[src/rtl/sb_ccff_loader_if.sv]
// Host-side streams of the configuration-chain loader: bitstream words in, readback words out.
interface sb_ccff_loader_if #(
  parameter int unsigned WORD_W = 8
) ();
  logic [WORD_W-1:0] cfg_data;
  logic              cfg_valid;
  logic              cfg_ready;
  logic [WORD_W-1:0] rb_data;
  logic              rb_valid;
  logic              rb_ready;

  modport master (
    output cfg_data, cfg_valid, rb_ready,
    input  cfg_ready, rb_data, rb_valid
  );

  modport slave (
    input  cfg_data, cfg_valid, rb_ready,
    output cfg_ready, rb_data, rb_valid
  );
endinterface

[src/rtl/sb_ccff_loader.sv]
// Serializes host words onto a switch-block configuration chain and returns
// the bits that fall out of the chain tail as left-aligned readback words.
module sb_ccff_loader #(
  parameter int unsigned CHAIN_LEN = 48,
  parameter int unsigned WORD_W    = 8
) (
  input  logic                prog_clk,
  input  logic                pReset,
  input  logic                start,
  input  logic                abort,
  sb_ccff_loader_if.slave     bus,
  output logic                ccff_head,
  output logic                ccff_en,
  input  logic                ccff_tail,
  output logic                busy,
  output logic                done
);

  localparam int unsigned CNT_W = $clog2(CHAIN_LEN + 1);
  localparam int unsigned WB_W  = $clog2(WORD_W + 1);
  localparam logic [CNT_W-1:0] CNT_LAST = CNT_W'(CHAIN_LEN - 1);
  localparam logic [CNT_W-1:0] CNT_FULL = CNT_W'(CHAIN_LEN);
  localparam logic [WB_W-1:0]  WB_LAST  = WB_W'(WORD_W - 1);

  typedef enum logic [2:0] {IDLE, FETCH, SHIFT, DRAIN, DONE} state_t;

  state_t            state;
  logic [WORD_W-1:0] shreg;
  logic [WORD_W-1:0] rbreg;
  logic [CNT_W-1:0]  bit_cnt;
  logic [WB_W-1:0]   wbit;
  logic              cfg_ready_q;
  logic              rb_valid_q;
  logic [WORD_W-1:0] rb_data_q;

  logic [WORD_W-1:0] rb_next;
  logic [WORD_W-1:0] rb_align;
  logic [WB_W-1:0]   shamt;
  logic              word_last;

  assign ccff_head     = shreg[WORD_W-1];
  assign bus.cfg_ready = cfg_ready_q;
  assign bus.rb_valid  = rb_valid_q;
  assign bus.rb_data   = rb_data_q;

  // Readback word as it will look after this shift; the last word may be short.
  always_comb begin
    rb_next   = WORD_W'({rbreg, ccff_tail});
    shamt     = WB_W'(WORD_W) - (wbit + WB_W'(1));
    rb_align  = rb_next << shamt;
    word_last = (wbit == WB_LAST) || (bit_cnt == CNT_LAST);
  end

  always_ff @(posedge prog_clk) begin
    if (pReset) begin
      state       <= IDLE;
      shreg       <= '0;
      rbreg       <= '0;
      bit_cnt     <= '0;
      wbit        <= '0;
      cfg_ready_q <= 1'b0;
      rb_valid_q  <= 1'b0;
      rb_data_q   <= '0;
      ccff_en     <= 1'b0;
      busy        <= 1'b0;
      done        <= 1'b0;
    end else if (abort) begin
      state       <= IDLE;
      cfg_ready_q <= 1'b0;
      rb_valid_q  <= 1'b0;
      ccff_en     <= 1'b0;
      busy        <= 1'b0;
      done        <= 1'b0;
    end else begin
      done <= 1'b0;
      case (state)
        IDLE: begin
          if (start) begin
            state       <= FETCH;
            bit_cnt     <= '0;
            busy        <= 1'b1;
            cfg_ready_q <= 1'b1;
          end
        end
        FETCH: begin
          if (bus.cfg_valid && cfg_ready_q) begin
            state       <= SHIFT;
            shreg       <= bus.cfg_data;
            rbreg       <= '0;
            wbit        <= '0;
            cfg_ready_q <= 1'b0;
            ccff_en     <= 1'b1;
          end
        end
        SHIFT: begin
          shreg   <= shreg << 1;
          rbreg   <= rb_next;
          wbit    <= wbit + WB_W'(1);
          bit_cnt <= bit_cnt + CNT_W'(1);
          if (word_last) begin
            state      <= DRAIN;
            ccff_en    <= 1'b0;
            rb_valid_q <= 1'b1;
            rb_data_q  <= rb_align;
          end
        end
        DRAIN: begin
          if (bus.rb_ready) begin
            rb_valid_q <= 1'b0;
            if (bit_cnt == CNT_FULL) begin
              state <= DONE;
              done  <= 1'b1;
            end else begin
              state       <= FETCH;
              cfg_ready_q <= 1'b1;
            end
          end
        end
        DONE: begin
          state <= IDLE;
          busy  <= 1'b0;
        end
        default: begin
          state       <= IDLE;
          cfg_ready_q <= 1'b0;
          rb_valid_q  <= 1'b0;
          ccff_en     <= 1'b0;
          busy        <= 1'b0;
        end
      endcase
    end
  end

endmodule

[src/flat_wrapper.sv]
// flat-port wrapper written by rule: the top's interface ports become plain ports
module sb_ccff_loader_flat 
#(
  parameter int unsigned CHAIN_LEN = 48,
  parameter int unsigned WORD_W    = 8
)
  (prog_clk, pReset, start, abort, ccff_head, ccff_en, ccff_tail, busy, done, bus_cfg_data, bus_cfg_valid, bus_rb_ready, bus_cfg_ready, bus_rb_data, bus_rb_valid);
  sb_ccff_loader_if #(.WORD_W(WORD_W)) bus_i ();
  input  logic prog_clk;
  input  logic pReset;
  input  logic start;
  input  logic abort;
  output logic ccff_head;
  output logic ccff_en;
  input  logic ccff_tail;
  output logic busy;
  output logic done;
  input wire logic [$bits(bus_i.cfg_data)-1:0] bus_cfg_data;
  input wire logic [$bits(bus_i.cfg_valid)-1:0] bus_cfg_valid;
  input wire logic [$bits(bus_i.rb_ready)-1:0] bus_rb_ready;
  output wire logic [$bits(bus_i.cfg_ready)-1:0] bus_cfg_ready;
  output wire logic [$bits(bus_i.rb_data)-1:0] bus_rb_data;
  output wire logic [$bits(bus_i.rb_valid)-1:0] bus_rb_valid;
  assign bus_i.cfg_data = bus_cfg_data;
  assign bus_i.cfg_valid = bus_cfg_valid;
  assign bus_i.rb_ready = bus_rb_ready;
  assign bus_cfg_ready = bus_i.cfg_ready;
  assign bus_rb_data = bus_i.rb_data;
  assign bus_rb_valid = bus_i.rb_valid;
  sb_ccff_loader #(.CHAIN_LEN(CHAIN_LEN), .WORD_W(WORD_W)) u_core (.prog_clk(prog_clk), .pReset(pReset), .start(start), .abort(abort), .bus(bus_i), .ccff_head(ccff_head), .ccff_en(ccff_en), .ccff_tail(ccff_tail), .busy(busy), .done(done));
endmodule
[config.mk]
export PLATFORM = sky130hd
export DESIGN_NAME = sb_ccff_loader_flat
export DESIGN_NICKNAME = d
export VERILOG_FILES = /design/src/rtl/sb_ccff_loader_if.sv /design/src/rtl/sb_ccff_loader.sv /design/src/flat_wrapper.sv
export SDC_FILE = /design/constraint.sdc
export NUM_CORES = 1
export LEC_CHECK = 0
export CAP_MARGIN = 40
export CORE_MARGIN = 1
export CORE_UTILIZATION = 54
export CTS_CLUSTER_SIZE = 16
export DETAILED_ROUTE_END_ITERATION = 12
export GPL_ROUTABILITY_DRIVEN = 1
export PLACE_DENSITY = 0.81
export SLEW_MARGIN = 10
export SYNTH_ARGS = -nofsm -noshare
export SYNTH_HDL_FRONTEND = slang
export SYNTH_SLANG_ARGS = --single-unit
[constraint.sdc]
create_clock -name prog_clk -period 2.44 [get_ports prog_clk]
set_input_delay 0.488 -clock prog_clk [delete_from_list [all_inputs] [get_ports prog_clk]]
set_output_delay 0.488 -clock prog_clk [all_outputs]
set_load 0.005 [all_outputs]
# --- Word level (Yosys, flattened, before mapping) ---
# Cells that the tools add are included.
totals:
  regBits: 41
  inputBits: 15
  output_inout_bits: 14
  elab_cells: 80
classes:
  addsub: 3
  eq_ne: 12
  shift: 1
  mux: 27
  n_bitwise: 7
  n_reduce_logical: 19
ops:
  columns: ["cell", "count"]
  rows:
  - ["$pmux W8 S2", 1]
  - ["$mux W3", 5]
  - ["$reduce_and A3 Y1", 5]
  - ["$pmux W7 S2", 1]
  - ["$eq A6 B6 Y1 const B", 2]
  - ["$pmux W3 S4", 1]
  - ["$pmux W6 S2", 1]
  - ["$mux W1", 9]
  - ["$reduce_or A3 Y1", 3]
  - ["$mux W8", 1]
  - ["$pmux W4 S2", 1]
  - ["$shl A8 B4 Y8", 1]
  - ["$mux W7", 1]
  - ["$not A1 Y1", 7]
  - ["$add A6 B1 Y6 const B", 1]
  - ["$eq A3 B2 Y1 const B", 2]
  - ["$mux W6", 1]
  - ["$ne A2 B2 Y1 const B", 3]
  - ["$pmux W1 S3", 2]
  - ["$reduce_and A5 Y1", 1]
  - ["$add A4 B1 Y4 const B", 1]
  - ["$eq A4 B3 Y1 const B", 1]
  - ["$mux W4", 1]
  - ["$ne A2 B1 Y1 const B", 2]
  - ["13 further kinds", 15]

# --- Longest topological paths before layout ---
# Gate-level depths: netlist of run 1.
logic_depth:
  word_depth: 4
  ltp_mapped: 8
  mapped_depth_nobuf: 6

# --- Least setup slack after synthesis of run 1 ---
# Ideal clock, no wire load.
synth_timing:
  path_type: "register -> register"
  from: "register u_core.wbit[1]"
  to: "register u_core.rb_data_q[5] (netlist: u_core.bus.rb_data[5])"
  setup_time_ps: 117
  arrival_time_ps: 1739
  required_time_ps: 2323
  setup_slack_ps: 584
  path_stages_with_launch: 6
  n_path_buf: 1
  period_less_slack_ps: 1856
  cell_sequence: "dfxtp_1 > ha_1 > buf_4 > mux4_2 > mux2_2 > a32o_1"
synth_via:
  elab_chain_len: 3
  word_cells_on_any_way: 6
  classes_between: "2 x add/sub; 1 x eq/ne; 1 x shift; 2 x reduce/logical"
synth_lines:
  columns: ["item", "line_no", "source"]
  rows:
  - ["start, declared", "sb_ccff_loader.sv:31", "logic [WB_W-1:0] wbit;"]
  - ["start signal, assigned", "sb_ccff_loader.sv:98", "wbit <= wbit + WB_W'(1);"]
  - ["$add A4 B1 Y4 or $eq A4 B3 Y1 (tied branches)", "sb_ccff_loader.sv:49, sb_ccff_loader.sv:51", null]
  - ["$sub A4 B4 Y4 or $logic_or A1 B1 Y1 (tied branches)", "sb_ccff_loader.sv:49, sb_ccff_loader.sv:51", null]
  - ["$shl A8 B4 Y8 or $reduce_and A3 Y1 (tied branches)", null, null]
  - ["end signal, assigned", "sb_ccff_loader.sv:104", "rb_data_q <= rb_align;"]
  - ["end, declared", "sb_ccff_loader.sv:34", "logic [WORD_W-1:0] rb_data_q;"]
# Parallel ways exist; a longest one is shown, timed or not.
# A chain may end at the register's enable or synchronous reset.

# --- Worst setup path in the final report of run 1 ---
layout_timing:
  from: "register u_core.wbit[1]"
  to: "register u_core.rb_data_q[7] (netlist: u_core.bus.rb_data[7])"
# The elaborated chain is that of the path after synthesis.

==> run summary, run 1 <==
Status - finished, final reports clean
Post-synthesis async set-or-reset flop share - 0%
Ant. Diodes - 0
CTS Buffer Depth - 2
Final nets - 285
Routability cong. - 0.789
CTS tree - yes
P_sw - 263 µW
Initial antenna violation count - 0
Crit. End Element - register
Max cap viols - 0
Reg2reg start - u_core.wbit[1]
Core ar. - 0.00369 mm²
Area share of the largest cell type after synthesis - 39.1%
Number of global-route vias before repair - 1638
Post-synth EDFFs - 0
Routed wire length - 4350 µm
Dominant cell type by area after synthesis - dfxtp_1
DPL Wire Length - 3130 µm
Switching Share - 21.8%
Post-Synthesis Cells - 242
Reg-to-reg slack, setup - 320 ps
Clock Sinks - 41
RSZ-0062 raised after global routing - no
Clock Power Share - 36.3%
Slowest cell on crit path - mux4_2
Width of the die - 64.3 µm
Crit path cell chain - ha_1 > mux4_2 > nand2b_1 > o31ai_1 > a21oi_1 > a32o_1
Synthesized flop and latch total - 41
Syn avg cell area - 8.67 µm²
Logic gate share of total power - 7.0%
Critical Path Source - u_core.wbit[1]
Post-synth top flop - dfxtp_1
Row Count - 22
Count of cell types in the netlist - 53
Vias after detailed routing - 1837
Drt pass-1 iters - 4
CP Class - reg2reg
Ports - 29
Final period util - 87.0%
P&R area growth vs syn - 18.6%
Power share of the sequential group - 56.7%
Aggregate global routing overflow - 0
Cell Area, Synth - 0.00210 mm²
ANT nets after route - 0
Sequential area share after synthesis - 39.1%
Critical Path Start Type - register
Slew Limit Fails - 0
Setup Skew - 9.49 ps
Hold slack final - 459 ps
Die Span Y - 64.3 µm
Initial Utilization - 56.9%
Cts-stage hold buffer count - 0
Leak - 0.882 nW
Layout cells sized above 1 - 8.99%
Worst path bufs/invs - 0
Vias/cell - 5.83
Crit path to - u_core.bus.rb_data[7]
Worst EP required - 2620 ps
Peak supply drop - 374 µV
CP max FO - 9
Instance count on the critical path - 6
Clk_lat worst skew - 290 ps
Clk slew on worst S/H paths - 80 ps
Syn Nets - 260
DRC violations left - 0
CTS root buf - clkbuf_8
Fin. Hold Viols - 0
GRT Total Usage - 23.0%
Slew margin rel. - 62.8%
TritonCTS buffer count - 5
PwrDens - 485 mW/mm²
PostCTS Resize Cnt - 0
Die area - 0.00414 mm²
Clock H-tree levels - 2
Hold WC Path Type - reg2reg
DP Area - 0.00240 mm²
Pin count of the biggest net entering global routing - 21
Synth top area cells - dfxtp_1, nor2_1, nand2_1
Slowest stage delay, CP - 530 ps
Wire length per cell - 13.8 µm
FF-to-FF path depth - 6
Critical path's top delay family - multiplexers
IO buf count - 28
Worst Tran Pin Value - 557 ps
Internal power - 942 µW
First-pass GRT wire length - 7370 µm
Worst r2r dst - u_core.bus.rb_data[7]
Drt initial violations - 113
Max Clk Rate - 471 MHz
Min Tclk post-route - 2120 ps
Setup TNS - 0 ps
Final Setup Violations - 0
Final instance area - 0.00249 mm²
Yosys warning count - 0
Setup bufs post-CTS - 0
WP data arrival - 2300 ps
-- stage by stage --
stage | power, mW | instances | util (%) | setup WS (ps)
6_report | 1.21 | 315 | 67.4 | 318
5_1_grt | 1.26 | 315 | 67.4 | 180
4_1_cts | 1.22 | 315 | 67.4 | 312
3_5_place_dp | 0.782 | 308 | 65.1 | 141
3_3_place_gp | 0.781 | 308 | 65.1 | 256
2_1_floorplan | 0.740 | 242 | - | 584
-- kinds of logic after synthesis --
kind of cell / share of synthesized area (%)
simple gates: 25.3
compound gates: 21.0
flops: 39.1
buf+inv: 4.59
xor+xnor: 2.92
mux: 5.25
fa+ha+maj: 1.79
-- worst reg2reg max path: stages, from the launching register on --
cell,delay (ps)
dfxtp_1,370
ha_1,530
mux4_2,540
nand2b_1,150
o31ai_1,80
a21oi_1,90
a32o_1,260
-- worst min path at each step --
stage / start / end / slack [ps] / cells after the start
3_5_place_dp: u_core.shreg[0] / u_core.shreg[0] / 450 / 2
3_3_place_gp: u_core.shreg[0] / u_core.shreg[0] / 440 / 2
2_1_floorplan: u_core.shreg[0] / u_core.shreg[0] / 430 / 2
6_report: u_core.shreg[0] / u_core.shreg[0] / 460 / 2
4_1_cts: u_core.shreg[0] / u_core.shreg[0] / 460 / 2
5_1_grt: u_core.shreg[0] / u_core.shreg[0] / 470 / 2
-- power by group through the flow --
stage	Sequential (mW)	Combinational (mW)	Clock (mW)
after CTS	0.683	0.0838	0.451
after floorplan	0.696	0.0445	0
after detailed placement	0.699	0.0832	0
after global placement	0.699	0.0817	0
after global routing	0.685	0.0922	0.479
final	0.684	0.0838	0.438
-- flip-flops by register name, indices dropped and copies added (netlist names) --
register              count
u_core.done               1
u_core.state              3
u_core.busy               1
u_core.bus.cfg_ready      1
u_core.shreg              8
u_core.ccff_en            1
u_core.bit_cnt            6
u_core.wbit               4
u_core.bus.rb_valid       1
u_core.bus.rb_data        8
u_core.rbreg              7
-- cell usage in the layout (no fill, tap or decap), types with 4 or more instances in the layout --
cell,netlist,routed
dfxtp_1,41,41
buf_4,4,6
a22oi_1,8,8
nand2b_1,5,5
a311oi_1,7,7
a21oi_1,12,12
clkdlybuf4s50_1,0,28
nand2_1,31,31
o21ai_0,7,7
nor3_1,5,5
nand3_1,6,6
a32o_1,5,5
nor2_1,36,36
xor2_1,4,4
clkbuf_8,0,6
inv_1,4,4
-- layout make-up --
cell class	count	area, µm²
clock buffers	7	86.3
well taps	48	60.1
multi-input cells	181	1180
repair buffers	34	325
flip-flops and latches	41	821
fillers	313	1200
inverters	4	15.0
-- cells in the mapped netlist (2+ instances only) --
library cell and count:
dfxtp_1 41, nor2_1 36, nand2_1 31, a21oi_1 12
a22oi_1 8, a311oi_1 7, o21ai_0 7, clkbuf_1 6
nand3_1 6, a32o_1 5, buf_2 5, nand2b_1 5
nor3_1 5, buf_4 4, inv_1 4, xor2_1 4
a22o_1 3, a31oi_1 3, ha_1 3, mux4_2 3
nor2b_1 3, xnor2_1 3, a21o_1 2, and3b_1 2
mux2_2 2, mux2i_1 2, o211ai_1 2, o31ai_1 2
or3_1 2
-- per-layer routing --
metal | part of all wire [%] | wire, µm | global-route usage, %
met1 | 47 | 2060 | 28.7
met2 | 48 | 2080 | 37.4
met3 | 2.8 | 121 | 4.46
met4 | 2.0 | 87 | 11.4
met5 | 0 | 0 | 0
Power figures use the tool's default switching activity.
==> run 2, diff against run 1 <==
CORE_ASPECT_RATIO = 1.75   (was default)
GPL_TIMING_DRIVEN = 0   (was default)
==> run 2 against run 1 <==
Flip-flop and latch count did not move. Sequential share of layout area fell by 0.97 points. Total power rose by 19%. Combinational power rose by 1%. Clock power rose by 52%. Sequential power barely moved. Core utilization rose by 2.5 points. Via count rose by 5.6%. Critical path depth did not move. Global-route usage rose by 2.3 points. Largest cell class unchanged.
==> run summary, run 2 (synthesis results as in run 1) <==
Status - finished, final reports clean
CTS tree - yes
Peak supply drop - 493 µV (+32%)
Worst EP required - 2690 ps (+70 ps)
TritonCTS buffer count - 5 (unchanged)
Fin worst setup slack - 380 ps (+62.0 ps)
Hold_sp - u_core.bus.rb_data[6]
Reg2reg start - u_core.wbit[1]
CP max FO - 6 (-3)
Number of global-route vias before repair - 1843 (+13%)
PwrDens - 558 mW/mm² (+15%)
Switching Share - 21.1% (-0.73 points)
FF-to-FF path depth - 7 (+1)
Cts-stage hold buffer count - 0 (unchanged)
Setup Skew - 10.8 ps (+1.36 ps)
P_sw - 302 µW (+15%)
Max Clk Rate - 486 MHz (+3.0%)
Min Tclk post-route - 2060 ps (-62.0 ps)
GRT Total Usage - 25.2% (+2.3 points)
Die area - 0.00415 mm² (+0.24%)
DP Worst Slack - 62.2 ps (-78.9 ps)
Final Setup Violations - 0 (unchanged)
Crit path to - u_core.bus.rb_data[0]
Pin count of the biggest net entering global routing - 15 (-29%)
Slew margin rel. - 64.8% (+1.9 points)
DRC violations left - 0 (unchanged)
Drt pass-1 iters - 4 (unchanged)
Reg-to-reg slack, setup - 420 ps (+100 ps)
RSZ-0062 raised after global routing - no
Post-layout util - 69.9% (+2.5 points)
Drt initial violations - 57 (-50%)
Crit. End Element - register
Width of the die - 49.1 µm (-24%)
Aggregate global routing overflow - 0 (unchanged)
CP Class - in2reg
Final nets - 294 (+3.2%)
ANT nets after route - 0 (unchanged)
Initial Utilization - 57.2% (+0.37 points)
First-pass GRT wire length - 8060 µm (+9.4%)
Clock Sinks - 41 (unchanged)
Leak - 0.929 nW (+5.4%)
Worst Tran Pin Value - 527 ps (-29.8 ps)
Power share of the sequential group - 47.6% (-9.1 points)
Clk slew on worst S/H paths - 90 ps (about the same)
CTS Buffer Depth - 2 (unchanged)
Routability cong. - 0.919 (+16%)
Internal power - 1.13 mW (+20%)
Die Span Y - 84.4 µm (+31%)
DPL Wire Length - 3500 µm (+12%)
Core ar. - 0.00366 mm² (-0.64%)
Max cap viols - 0 (unchanged)
Logic gate share of total power - 5.9% (-1.1 points)
WP data arrival - 2310 ps (about the same)
Ant. Diodes - 0 (unchanged)
Critical Path Source - abort
CTS root buf - clkbuf_8
Fin. Hold Viols - 0 (unchanged)
Clock Power Share - 46.4% (+10 points)
Slew Limit Fails - 0 (unchanged)
Initial antenna violation count - 0 (unchanged)
Hold WC Path Type - reg2reg
Commonest non-fill, non-tap cell in the layout - dfxtp_1
Clk_lat worst skew - 300 ps (about the same)
PostCTS Resize Cnt - 0 (unchanged)
Setup TNS - 0 ps (unchanged)
P&R area growth vs syn - 22.2%
Clock H-tree levels - 2 (unchanged)
Ports - 29 (unchanged)
Vias after detailed routing - 1939 (+5.6%)
Critical Path Start Type - input pin
Layout cells sized above 1 - 10.5% (+1.5 points)
Final period util - 84.4% (-2.5 points)
Setup bufs post-CTS - 0 (unchanged)
Wire length per cell - 15.2 µm (+9.7%)
Routed wire length - 4900 µm (+13%)
Commonest cells after routing, fill and taps aside - dfxtp_1, nor2_1, nand2_1
Worst r2r dst - u_core.bus.rb_data[7]
Vias/cell - 6.00 (+2.9%)
IO buf count - 27 (-3.6%)
Row Count - 29 (+32%)
==> run 2: changes by cell type in the layout (fill, tap and decap cells not counted), sizes merged <==
cell / before / now
clkdlybuf4s50: 28 / 27
clkbuf: 7 / 11
bufinv: 0 / 2
inv: 4 / 5
buf: 6 / 10
==> run 2: layer usage <==
layer / track usage [%] / routed length, µm / vias up
met5: 0 / 0 / -
met3: 4.53 / 182 / 9
met1: 25.0 / 1850 / 914
met4: 12.0 / 115 / 0
met2: 48.3 / 2750 / 68
li1: - / - / 948
==> run 2: power groups by stage <==
stage,sequential [mW],clock [mW],combinational (mW)
2_1_floorplan,0.696,0,0.0445
3_3_place_gp,0.697,0,0.0835
3_5_place_dp,0.697,0,0.0842
4_1_cts,0.681,0.670,0.0846
5_1_grt,0.683,0.700,0.0933
6_report,0.681,0.664,0.0849
==> run 2: stage by stage <==
stage | instances | hold WS [ps] | area [µm²] | total power, mW
floorplan | 242 | 432 | 2100 | 0.740
global placement | 315 | 446 | 2420 | 0.780
detailed placement | 315 | 454 | 2420 | 0.781
finish | 323 | 474 | 2560 | 1.43
CTS | 323 | 470 | 2560 | 1.44
global route | 323 | 488 | 2560 | 1.48
==> run 2: critical path, cell delays in order <==
cell             delay (ps)
clkdlybuf4s50_1         530
nor3_1                  370
nand2_1                 200
nor3_4                  280
and3_2                  270
a32o_1                  160
==> run 2: how the worst min path moves through the flow <==
stage / to / slack [ps] / depth (start not counted)
finish: u_core.bus.rb_data[6] / 470 / 1
global route: u_core.bus.rb_data[0] / 490 / 1
CTS: u_core.shreg[0] / 470 / 2
detailed placement: u_core.bus.rb_data[0] / 450 / 1
global placement: u_core.shreg[0] / 450 / 2
floorplan: u_core.shreg[0] / 430 / 2
==> run 2: cell type report <==
class                   count  area (µm²)
fillers                   309        1100
well taps                  46        57.6
clock buffers               5        68.8
clock inverters             3        68.8
flip-flops and latches     41         821
inverters                   4        15.0
plain buffers              16        81.3
repair buffers             27         270
multi-input cells         181        1180
